**src/rtl/imem_loader_pkg.sv**
```systemverilog
// Shared definitions for the instruction-memory loader: state encoding and packer sizing.
package imem_loader_pkg;

  typedef enum logic [2:0] {
    IDLE  = 3'd0,
    LEN   = 3'd1,
    BYTE  = 3'd2,
    WRITE = 3'd3,
    CHK   = 3'd4,
    DONE  = 3'd5
  } state_t;

  localparam int WORD_BYTES = 4;
  localparam int IDX_W      = $clog2(WORD_BYTES);

endpackage

```
**src/rtl/imem_loader_byte_packer.sv**
```systemverilog
// Packs four stream bytes MSB-first into a 32-bit word; flags when the word is complete.
module byte_packer
  import imem_loader_pkg::*;
(
  input  logic        clk,
  input  logic        reset,
  input  logic        clear,
  input  logic        shift_en,
  input  logic        consume,
  input  logic [7:0]  byte_in,
  output logic [31:0] word_next,
  output logic        last_byte,
  output logic        word_full
);

  logic [31:0]      shift_reg;
  logic [IDX_W-1:0] idx_reg;

  assign word_next = {shift_reg[23:0], byte_in};
  assign last_byte = (idx_reg == IDX_W'(WORD_BYTES - 1));

  always_ff @(posedge clk or negedge reset) begin
    if (!reset) begin
      shift_reg <= '0;
      idx_reg   <= '0;
      word_full <= 1'b0;
    end else if (clear) begin
      shift_reg <= '0;
      idx_reg   <= '0;
      word_full <= 1'b0;
    end else if (shift_en && !word_full) begin
      // The index wraps to 0 on the fourth byte, ready for the next word.
      shift_reg <= word_next;
      idx_reg   <= idx_reg + IDX_W'(1);
      if (last_byte) word_full <= 1'b1;
    end else if (consume) begin
      word_full <= 1'b0;
    end
  end

endmodule

```
**src/rtl/imem_loader.sv**
```systemverilog
// Byte-stream loader for the instruction memory write port; holds the CPU until the image is in.
// Optional trailing-checksum check is enabled by defining IMEM_LOADER_CHECKSUM_EN.
module imem_loader
  import imem_loader_pkg::*;
#(
  parameter int ADDR_W = 6
) (
  input  logic              clk,
  input  logic              reset,
  input  logic              start,
  input  logic [7:0]        byte_in,
  input  logic              byte_valid,
  output logic              byte_ready,
  output logic              wr_en,
  output logic [ADDR_W-1:0] wr_addr,
  output logic [31:0]       wr_data,
  output logic [ADDR_W:0]   word_count,
  output logic              load_done,
  output logic              cpu_hold,
  output logic              load_err
);

  localparam int DEPTH = 1 << ADDR_W;

  state_t          state_reg;
  logic [ADDR_W:0] len_reg;
  logic [ADDR_W:0] n_words;
  logic [ADDR_W:0] count_inc;
  logic            xfer;
  logic            pk_clear;
  logic            pk_shift;
  logic            pk_consume;
  logic [31:0]     pk_word_next;
  logic            pk_last;
  logic            pk_full;

  assign xfer       = byte_valid && byte_ready;
  assign count_inc  = word_count + (ADDR_W + 1)'(1);
  assign pk_clear   = start && (state_reg == IDLE || state_reg == DONE);
  assign pk_shift   = xfer && (state_reg == BYTE);
  assign pk_consume = (state_reg == WRITE);

  // A zero or oversized length byte means a full-depth image.
  always_comb begin
    n_words = (ADDR_W + 1)'(DEPTH);
    if (byte_in != 8'd0 && int'(byte_in) <= DEPTH) n_words = (ADDR_W + 1)'(byte_in);
  end

  byte_packer u_packer (
    .clk       (clk),
    .reset     (reset),
    .clear     (pk_clear),
    .shift_en  (pk_shift),
    .consume   (pk_consume),
    .byte_in   (byte_in),
    .word_next (pk_word_next),
    .last_byte (pk_last),
    .word_full (pk_full)
  );

`ifdef IMEM_LOADER_CHECKSUM_EN
  logic [7:0] csum_reg;
  logic       load_err_reg;
  assign load_err = load_err_reg;
`else
  assign load_err = 1'b0;
`endif

  always_ff @(posedge clk or negedge reset) begin
    if (!reset) begin
      state_reg    <= IDLE;
      len_reg      <= '0;
      byte_ready   <= 1'b0;
      wr_en        <= 1'b0;
      wr_addr      <= '0;
      wr_data      <= '0;
      word_count   <= '0;
      load_done    <= 1'b0;
      cpu_hold     <= 1'b1;
`ifdef IMEM_LOADER_CHECKSUM_EN
      csum_reg     <= '0;
      load_err_reg <= 1'b0;
`endif
    end else begin
      case (state_reg)
        IDLE: begin
          if (start) begin
            state_reg  <= LEN;
            byte_ready <= 1'b1;
`ifdef IMEM_LOADER_CHECKSUM_EN
            csum_reg   <= '0;
`endif
          end
        end
        LEN: begin
          if (xfer) begin
            len_reg    <= n_words;
            word_count <= '0;
            wr_addr    <= '0;
            state_reg  <= BYTE;
          end
        end
        BYTE: begin
          if (xfer) begin
`ifdef IMEM_LOADER_CHECKSUM_EN
            csum_reg <= csum_reg ^ byte_in;
`endif
            if (pk_last) begin
              wr_data    <= pk_word_next;
              wr_en      <= 1'b1;
              byte_ready <= 1'b0;
              state_reg  <= WRITE;
            end
          end
        end
        WRITE: begin
          wr_en <= 1'b0;
          // word_full is always set here; gating keeps a stray WRITE from advancing.
          if (pk_full) begin
            word_count <= count_inc;
            if (count_inc == len_reg) begin
`ifdef IMEM_LOADER_CHECKSUM_EN
              state_reg  <= CHK;
              byte_ready <= 1'b1;
`else
              state_reg  <= DONE;
              load_done  <= 1'b1;
              cpu_hold   <= 1'b0;
`endif
            end else begin
              wr_addr    <= wr_addr + ADDR_W'(1);
              byte_ready <= 1'b1;
              state_reg  <= BYTE;
            end
          end
        end
`ifdef IMEM_LOADER_CHECKSUM_EN
        CHK: begin
          if (xfer) begin
            byte_ready   <= 1'b0;
            load_done    <= 1'b1;
            load_err_reg <= (byte_in != csum_reg);
            cpu_hold     <= (byte_in != csum_reg);
            state_reg    <= DONE;
          end
        end
`endif
        DONE: begin
          if (start) begin
            state_reg    <= LEN;
            byte_ready   <= 1'b1;
            load_done    <= 1'b0;
            cpu_hold     <= 1'b1;
`ifdef IMEM_LOADER_CHECKSUM_EN
            load_err_reg <= 1'b0;
            csum_reg     <= '0;
`endif
          end
        end
        default: state_reg <= IDLE;
      endcase
    end
  end

endmodule
```
**config.mk**
```make
export PLATFORM = sky130hd
export DESIGN_NAME = imem_loader
export DESIGN_NICKNAME = d
export VERILOG_FILES = /design/src/rtl/imem_loader_pkg.sv /design/src/rtl/imem_loader_byte_packer.sv /design/src/rtl/imem_loader.sv
export SDC_FILE = /design/constraint.sdc
export NUM_CORES = 1
export LEC_CHECK = 0
export ABC_CLOCK_PERIOD_IN_PS = 2800
export BUFFER_PORTS_ARGS = -buffer_cell sky130_fd_sc_hd__buf_4
export CAP_MARGIN = 20
export CORE_UTILIZATION = 25
export CTS_CLUSTER_SIZE = 28
export DETAILED_ROUTE_END_ITERATION = 10
export HOLD_SLACK_MARGIN = 0.06
export PLACE_DENSITY_LB_ADDON = 0.12
export SLEW_MARGIN = 20
export SYNTH_ARGS = -nofsm -noshare
export SYNTH_HDL_FRONTEND = slang
export SYNTH_SLANG_ARGS = --single-unit
export TNS_END_PERCENT = 10
```
**constraint.sdc**
```tcl
create_clock -name clk -period 2.8 [get_ports clk]
set_input_delay 0.42 -clock clk [delete_from_list [all_inputs] [get_ports clk]]
set_output_delay 0.42 -clock clk [all_outputs]
set_load 0.03 [all_outputs]
```
==> results.md, run 1 <==
- Status: complete, no violations
- Place WS: 0.482 ns
- Slowest Stage Delay on Critical Path: 0.57 ns
- Total CTS buffers: 9
- Sequential area share after synthesis: 59.1%
- FF-to-FF Start: word_count[0]$_DFFE_PN0P_
- Max Slew Vio Count: 0
- CTS Root Buffer Type: clkbuf_16
- Detailed Place HPWL: 5690 µm
- Layout cell share with drive strength beyond 1: 26.1%
- CP cell instances: ha_1 -> and3_1 -> nand3_1 -> xnor2_1 -> o2111a_1 -> or4_1 -> a21oi_1
- CTS tree: built
- Synth Instances: 290
- Crit path to: wr_addr[5]$_DFFE_PN0P_
- Final wirelength: 8660 µm
- Gr usage total: 12.6%
- Gpl congestion: 0.800
- Syn Nets: 305
- Crit. End Element: flop
- Tcrit/Tclk final: 82.9%
- Worst path bufs/invs: 0
- CP required: 3.07 ns
- Crit Path Class: flop to flop
- Max_cap viols: 0
- Buffers on Ports: 60
- DR DRC count: 0
- Via count: 2504
- Worst Path Arrival: 2.59 ns
- Placed cell count: 521
- Postcts setup bufs: 0
- Iteration-0 DRC Markers: 103
- Startpoint Class: flop
- Hold Crit Class: input pin to async pin
- # IOs: 62
- R2r worst-path depth: 7
- Yosys warning count: 0
- Largest register FFs: 32
- Total negative slack: 0 ns
- Vias in the first global route: 2525
- Syn Area/Cell: 12.6 µm²
- R2r setup slk: 0.48 ns
- CP top delay family: simple AND/OR/NAND/NOR gates
- Worst path depth: 7
- Initial antenna violation count: 0
- FMAX: 0.431 GHz
- Final core occ: 32.7%
- Reg-to-reg endpoint: wr_addr[5]$_DFFE_PN0P_
- Post-CTS Hold Buffers: 0
- Post-synthesis register bit count: 86
- Wirelength per Cell: 16.1 µm
- # clock sinks: 86
- Peak VDD IR: 0.350 mV
- Worst-Skew Late Latency: 0.34 ns
- CP Launch Point: word_count[0]$_DFFE_PN0P_
- Crit path max-delay cell type: or4_1
- Die footprint: 0.0151 mm²
- Static Leak: 2.25 nW
- Layout area overhead: 26.1%
- Max Root-Sink Buffers: 2
- Final min period: 2.32 ns
- Final cell count without fillers: 537
- Core box area: 0.0140 mm²
- Worst Max-Slew Pin Slew: 0.621 ns
- Avg Vias per Cell: 4.66
- Die Height: 123 µm
- Post-CTS sizing: 0
- RSZ-0062 raised after global routing: false
- PD cells: 687 mW/mm²
- Fill cells: 1409
- H-Tree Depth: 3
- Die width: 123 µm
- Relative slew margins: 58.6%
- Layout net count: 367
- Starting Density: 26.0%
- Worst Skew: 0.00893 ns
- Antenna cells: 0
- PnR worst setup slack: 0.479 ns
- # rows: 43
- DRT Pass-1 Iters: 4
- Yosys cell types: 46
- Worst-path clk slew: 0.07 ns
- Routed Antenna Nets: 0
- CP Max Fanout: 13
- Largest net degree at the start of global routing: 46
- Final hold vios: 0
- First-pass GRT wire length: 14300 µm
- Grt ovf: 0
- Final setup vio count: 0
- Post-Syn Area: 0.00364 mm²
## cell usage after synthesis (all sizes together)
master | n | area (µm²)
dfrtp | 85 | 2130
a22o | 33 | 289
mux2 | 33 | 372
nand2 | 14 | 52.6
nor2 | 13 | 48.8
clkbuf | 10 | 37.5
o21ai | 10 | 50.1
nor3 | 8 | 45.0
a21oi | 7 | 35.0
nand3 | 7 | 40.0
xnor2 | 7 | 61.3
buf | 6 | 35.0
mux2i | 5 | 50.1
nand2b | 5 | 31.3
nor2b | 5 | 31.3
o31ai | 5 | 37.5
and2 | 4 | 25.0
a31oi | 3 | 18.8
and3 | 3 | 18.8
ha | 3 | 37.5
inv | 2 | 7.51
o22ai | 2 | 12.5
or4 | 2 | 15.0
xor2 | 2 | 17.5
a211o | 1 | 8.76
a21boi | 1 | 7.51
a21o | 1 | 7.51
a32o | 1 | 10.0
conb | 1 | 3.75
dfstp | 1 | 26.3
nand3b | 1 | 7.51
nand4 | 1 | 6.26
nand4bb | 1 | 11.3
nor4b | 1 | 8.76
o2111a | 1 | 11.3
o2111ai | 1 | 8.76
o211ai | 1 | 7.51
o21a | 1 | 7.51
o311a | 1 | 10.0
or3 | 1 | 6.26
## layout make-up
cell class | instances | area, µm² | area share (%)
clock buffers | 10 | 229 | 4.98
multi-input cells | 186 | 1420 | 30.9
well taps | 180 | 225 | 4.90
inverters | 2 | 7.51 | 0.163
repair buffers | 67 | 515 | 11.2
clock inverters | 6 | 46.3 | 1.01
flip-flops and latches | 86 | 2150 | 46.9
## routing by layer
metal  track usage [%]  routed length (µm)  vias up  part of all wire [%]
li1                  -                   -     1191                     -
met1              17.2                4290     1257                    50
met2              18.5                3800       45                    44
met3              4.46                 450       11                   5.2
met4              4.34                 113        0                   1.3
met5                 0                   0        -                     0
## where the power goes
part | switching [mW] | internal [mW] | leakage [nW]
clock network | 0.515 | 0.606 | 0.129
logic | 0.226 | 0.230 | 0.962
registers | 0.175 | 1.40 | 1.16
## cells in the final DEF, fill, tap and decap left out, drive strengths merged, types with 2 or more instances in the layout
cell,instances
o31ai,5
or4,2
nor2,13
a31oi,3
o21ai,10
mux2i,5
and2,4
nor3,8
inv,3
a22o,33
clkinv,3
buf,67
xnor2,7
clkinvlp,2
mux2,33
o22ai,2
dfrtp,85
nand2,14
ha,3
nand3,7
a21oi,7
clkbuf,10
and3,3
xor2,2
nor2b,5
nand2b,5
## metrics by stage
stage | cell area [µm²] | hold slack (ns) | total power, mW
global placement | 4320 | 0.478 | 2.07
CTS | 4590 | 0.108 | 3.22
global route | 4590 | 0.143 | 3.33
detailed placement | 4320 | 0.470 | 2.07
finish | 4590 | 0.0839 | 3.16
floorplan | 3640 | 0.124 | 1.86
## worst min-delay path by stage
stage	from	to	depth (start not counted)
final	reset	word_count[3]$_DFFE_PN0P_	1
after global routing	reset	wr_data[4]$_DFFE_PN0P_	1
after CTS	reset	word_count[3]$_DFFE_PN0P_	1
after detailed placement	u_packer.shift_reg[17]$_DFFE_PN0P_	wr_data[25]$_DFFE_PN0P_	1
after global placement	reset	word_count[3]$_DFFE_PN0P_	1
after floorplan	reset	byte_ready$_DFFE_PN0P_	0
## worst reg2reg max path, cell delays in order, from the launching register on
cell,delay (ns)
dfrtp_1,0.47
ha_1,0.32
and3_1,0.19
nand3_1,0.12
xnor2_1,0.16
o2111a_1,0.29
or4_1,0.57
a21oi_1,0.15
## logic make-up (layout without fill, tap and decap cells)
kind of cell / count (synthesis) / count (layout) / share of synthesized area [%]
adders and majority gates: 3 / 3 / 1.03
muxes: 38 / 38 / 11.6
other: 1 / 1 / 0.103
DFF: 86 / 86 / 59.1
buffers and inverters: 18 / 85 / 2.20
AOI/OAI and AO/OA: 69 / 69 / 14.3
and+or+nand+nor: 66 / 66 / 9.54
xor gates and xnor gates: 9 / 9 / 2.16
Power figures use the tool's default switching activity.
==> inputs of run 2 (changes only) <==
ABC_AREA = 1   (was not set)
ABC_CLOCK_PERIOD_IN_PS = 2050   (was 2800)
clock period = 2.05 ns   (was 2.8 ns; I/O delays follow)
==> results.md, run 2 <==
- Ys flop type: dfrtp_1
- Layout cell share with drive strength beyond 1: 19.9% (-6.1 points)
- Antenna cells: 0 (unchanged)
- Relative slew margins: 61.5% (+2.9 points)
- Most common cell after layout, fill and taps aside: nand2_1
- Max Root-Sink Buffers: 2 (unchanged)
- Status: complete, no violations
- CTS Root Buffer Type: clkbuf_16
- Worst-path clk slew: 0.06 ns (about the same)
- Post-Syn Area: 0.00372 mm² (+2.1%)
- Largest net degree at the start of global routing: 66 (+43%)
- Die footprint: 0.0154 mm² (+2.0%)
- Total CTS buffers: 9 (unchanged)
- Iteration-0 DRC Markers: 191 (+85%)
- Startpoint Class: flop
- Layout net count: 504 (+37%)
- Met2 usage: 20.7% (+2.3 points)
- CTS tree: built
- Die width: 124 µm (+1.0%)
- Postcts setup bufs: 0 (unchanged)
- Hold Crit Class: input pin to flop
- Final min period: 1.84 ns (-0.480 ns)
- CP required: 2.28 ns (-0.79 ns)
- Yosys warning count: 0 (unchanged)
- Post-synth EDFFs: 0 (unchanged)
- Final wirelength: 9440 µm (+9.0%)
- FF/Latch Area: 0.00215 mm² (about the same)
- Most numerous cell in the Yosys netlist: nand2_1
- # IOs: 62 (unchanged)
- Buffers on Ports: 60 (unchanged)
- Detailed Place HPWL: 6460 µm (+13%)
- Crit. End Element: flop
- Worst Skew: 0.00467 ns (-0.00427 ns)
- FMAX: 0.543 GHz (+26%)
- DR DRC count: 0 (unchanged)
- Sequential area share after synthesis: 57.9% (-1.2 points)
- Syn Nets: 436 (+43%)
- Routed Antenna Nets: 0 (unchanged)
- Area of the multi-input gates: 0.00127 mm² (-10%)
- Reg-to-reg endpoint: wr_addr[4]$_DFFE_PN0P_
- Synth area leaders: dfrtp_1 (57%), nand2_1 (10%), o21ai_0 (6.7%)
- Synth Instances: 421 (+45%)
- First-pass GRT wire length: 15700 µm (+10%)
- Gr usage total: 13.6% (+1.0 points)
- GR peak layer: met2
- Gpl congestion: 0.805 (+0.55%)
- DRT Pass-1 Iters: 4 (unchanged)
- Area leader, netlist: dfrtp_1
- Hold wc startpoint: start
- Yosys cell types: 28 (-39%)
- Avg Vias per Cell: 4.38 (-6.2%)
- Wirelength per Cell: 14.0 µm (-13%)
- Initial antenna violation count: 0 (unchanged)
- Share of the synthesized area in the top cell type: 57.2% (-1.2 points)
- Grt ovf: 0 (unchanged)
- Synth top cells by count: nand2_1 (103), dfrtp_1 (85), inv_1 (60)
- Die Height: 124 µm (+1.0%)
- H-Tree Depth: 3 (unchanged)
- Worst hold stages: 2
- Layout area overhead: 27.8%
- Starting Density: 25.6% (-0.36 points)
- Worst Max-Slew Pin Slew: 0.578 ns (-0.0436 ns)
- Max_cap viols: 0 (unchanged)
- Total negative slack: 0 ns (unchanged)
- Vias in the first global route: 2975 (+18%)
- Asr flop ratio synth: 100% (unchanged)
- # rows: 44 (+2.3%)
- Post-synthesis register bit count: 86 (unchanged)
- # clock sinks: 86 (unchanged)
- Core box area: 0.0145 mm² (+3.5%)
- PD cells: 1260 mW/mm² (+83%)
- Worst-Skew Late Latency: 0.34 ns (about the same)
- CP Max Fanout: 10 (-3)
- Max Slew Vio Count: 0 (unchanged)
- Endpoint, Worst Hold: state_reg[2]$_DFFE_PN0P_
- Largest register FFs: 32 (unchanged)
- Syn Area/Cell: 8.84 µm² (-30%)
- Commonest non-fill, non-tap cells in the layout: nand2_1 (103), dfrtp_1 (84), buf_4 (67)
- R2r setup slk: 0.21 ns (-0.27 ns)
- Crit Path Class: flop to flop
- GRT met3 Usage: 4.67% (+0.21 points)
- Tcrit/Tclk final: 89.8% (+6.9 points)
- Final setup vio count: 0 (unchanged)
- R2r worst-path depth: 14 (+7)
- Peak VDD IR: 0.405 mV (+16%)
- Via count: 2958 (+18%)
- FF-to-FF Start: word_count[1]$_DFFE_PN0P_
- RSZ-0062 raised after global routing: false
- Static Leak: 2.31 nW (+2.9%)
- Met1 usage: 18.3% (+1.1 points)
- Final hold vios: 0 (unchanged)
- Design Power: 5.99 mW (+90%)
- Worst Path Arrival: 2.08 ns (-0.51 ns)
- Fill cells: 1576 (+12%)
## run 2: changes by cell type in the layout (fill, tap and decap cells not counted), sizes merged, moves of 12 or more
cell / before / now
o21ai: 10 / 54
mux2: 33 / 0
a22o: 33 / 1
inv: 3 / 64
o22ai: 2 / 28
nand2: 14 / 106
nand3: 7 / 19
nor2: 13 / 25
## run 2: layer usage
layer	share of wire, %	vias to the layer above	wire (µm)
met5	0	-	0
met4	1.2	0	116
met3	5.0	9	476
met2	45	54	4280
met1	48	1401	4570
li1	-	1494	-
## run 2: cell families after synthesis
family | after synthesis | synth area share, %
AOI/OAI and AO/OA | 89 | 13.0
and+or+nand+nor | 160 | 18.9
DFF | 86 | 57.9
adders and majority gates | 3 | 1.01
buffers and inverters | 77 | 7.94
other | 1 | 0.101
xor gates and xnor gates | 5 | 1.18
## run 2: how the worst max path moves through the flow
stage / end / start / cells after the start / slack, ns
finish: wr_addr[4]$_DFFE_PN0P_ / word_count[1]$_DFFE_PN0P_ / 14 / 0.21
global route: wr_addr[5]$_DFFE_PN0P_ / word_count[1]$_DFFE_PN0P_ / 14 / 0.03
CTS: wr_addr[4]$_DFFE_PN0P_ / word_count[1]$_DFFE_PN0P_ / 12 / 0.14
detailed placement: wr_addr[4]$_DFFE_PN0P_ / word_count[1]$_DFFE_PN0P_ / 12 / 0.15
global placement: wr_addr[5]$_DFFE_PN0P_ / word_count[1]$_DFFE_PN0P_ / 13 / 0.23
floorplan: wr_addr[3]$_DFFE_PN0P_ / word_count[0]$_DFFE_PN0P_ / 12 / 0.09
## run 2: final cells by class
| cell class | instances | area share, % |
|---|---|---|
| clock buffer | 10 | 4.82 |
| clock inverter | 4 | 1.55 |
| inverter | 64 | 5.05 |
| sequential | 86 | 45.3 |
| timing repair buffer | 70 | 11.6 |
| tap | 184 | 4.84 |
| multi-input combinational | 258 | 26.8 |
## run 2: critical path, cell delays in order (launching register included)
cell	delay (ns)
dfrtp_2	0.41
ha_1	0.20
nand2_2	0.10
nor2_4	0.15
nand2_1	0.06
nand2_1	0.08
nand2_1	0.07
nand2_1	0.06
nand2_1	0.08
nor2_4	0.12
nand3_4	0.12
nand2_4	0.14
inv_2	0.06
nand2_1	0.05
nand2_1	0.04
## run 2: metrics by stage
step | setup slack (ns) | hold WS [ns] | utilization, % | area, µm² | std cells
floorplan | 0.0890 | 0.0119 | - | 3720 | 421
global placement | 0.231 | 0.330 | 30.5 | 4440 | 661
detailed placement | 0.152 | 0.335 | 30.5 | 4440 | 661
CTS | 0.142 | 0.184 | 32.7 | 4750 | 676
global route | 0.0262 | 0.193 | 32.7 | 4750 | 676
finish | 0.208 | 0.200 | 32.7 | 4750 | 676
## run 2: where the power goes
part	total (mW)	internal, mW	leakage [nW]	switching, mW
Sequential	2.29	2.05	1.17	0.232
Clock	1.73	1.05	0.148	0.674
Combinational	1.97	0.688	0.988	1.28
Total	5.99	3.80	2.31	2.19
## run 2: timing repair
action / 4_1_cts / 5_1_grt
endpoints found under the hold margin: 35 / 0
resized for setup: 0 / 2
hold buffers: 1 / 0
setup endpoints to repair: 0 / 6
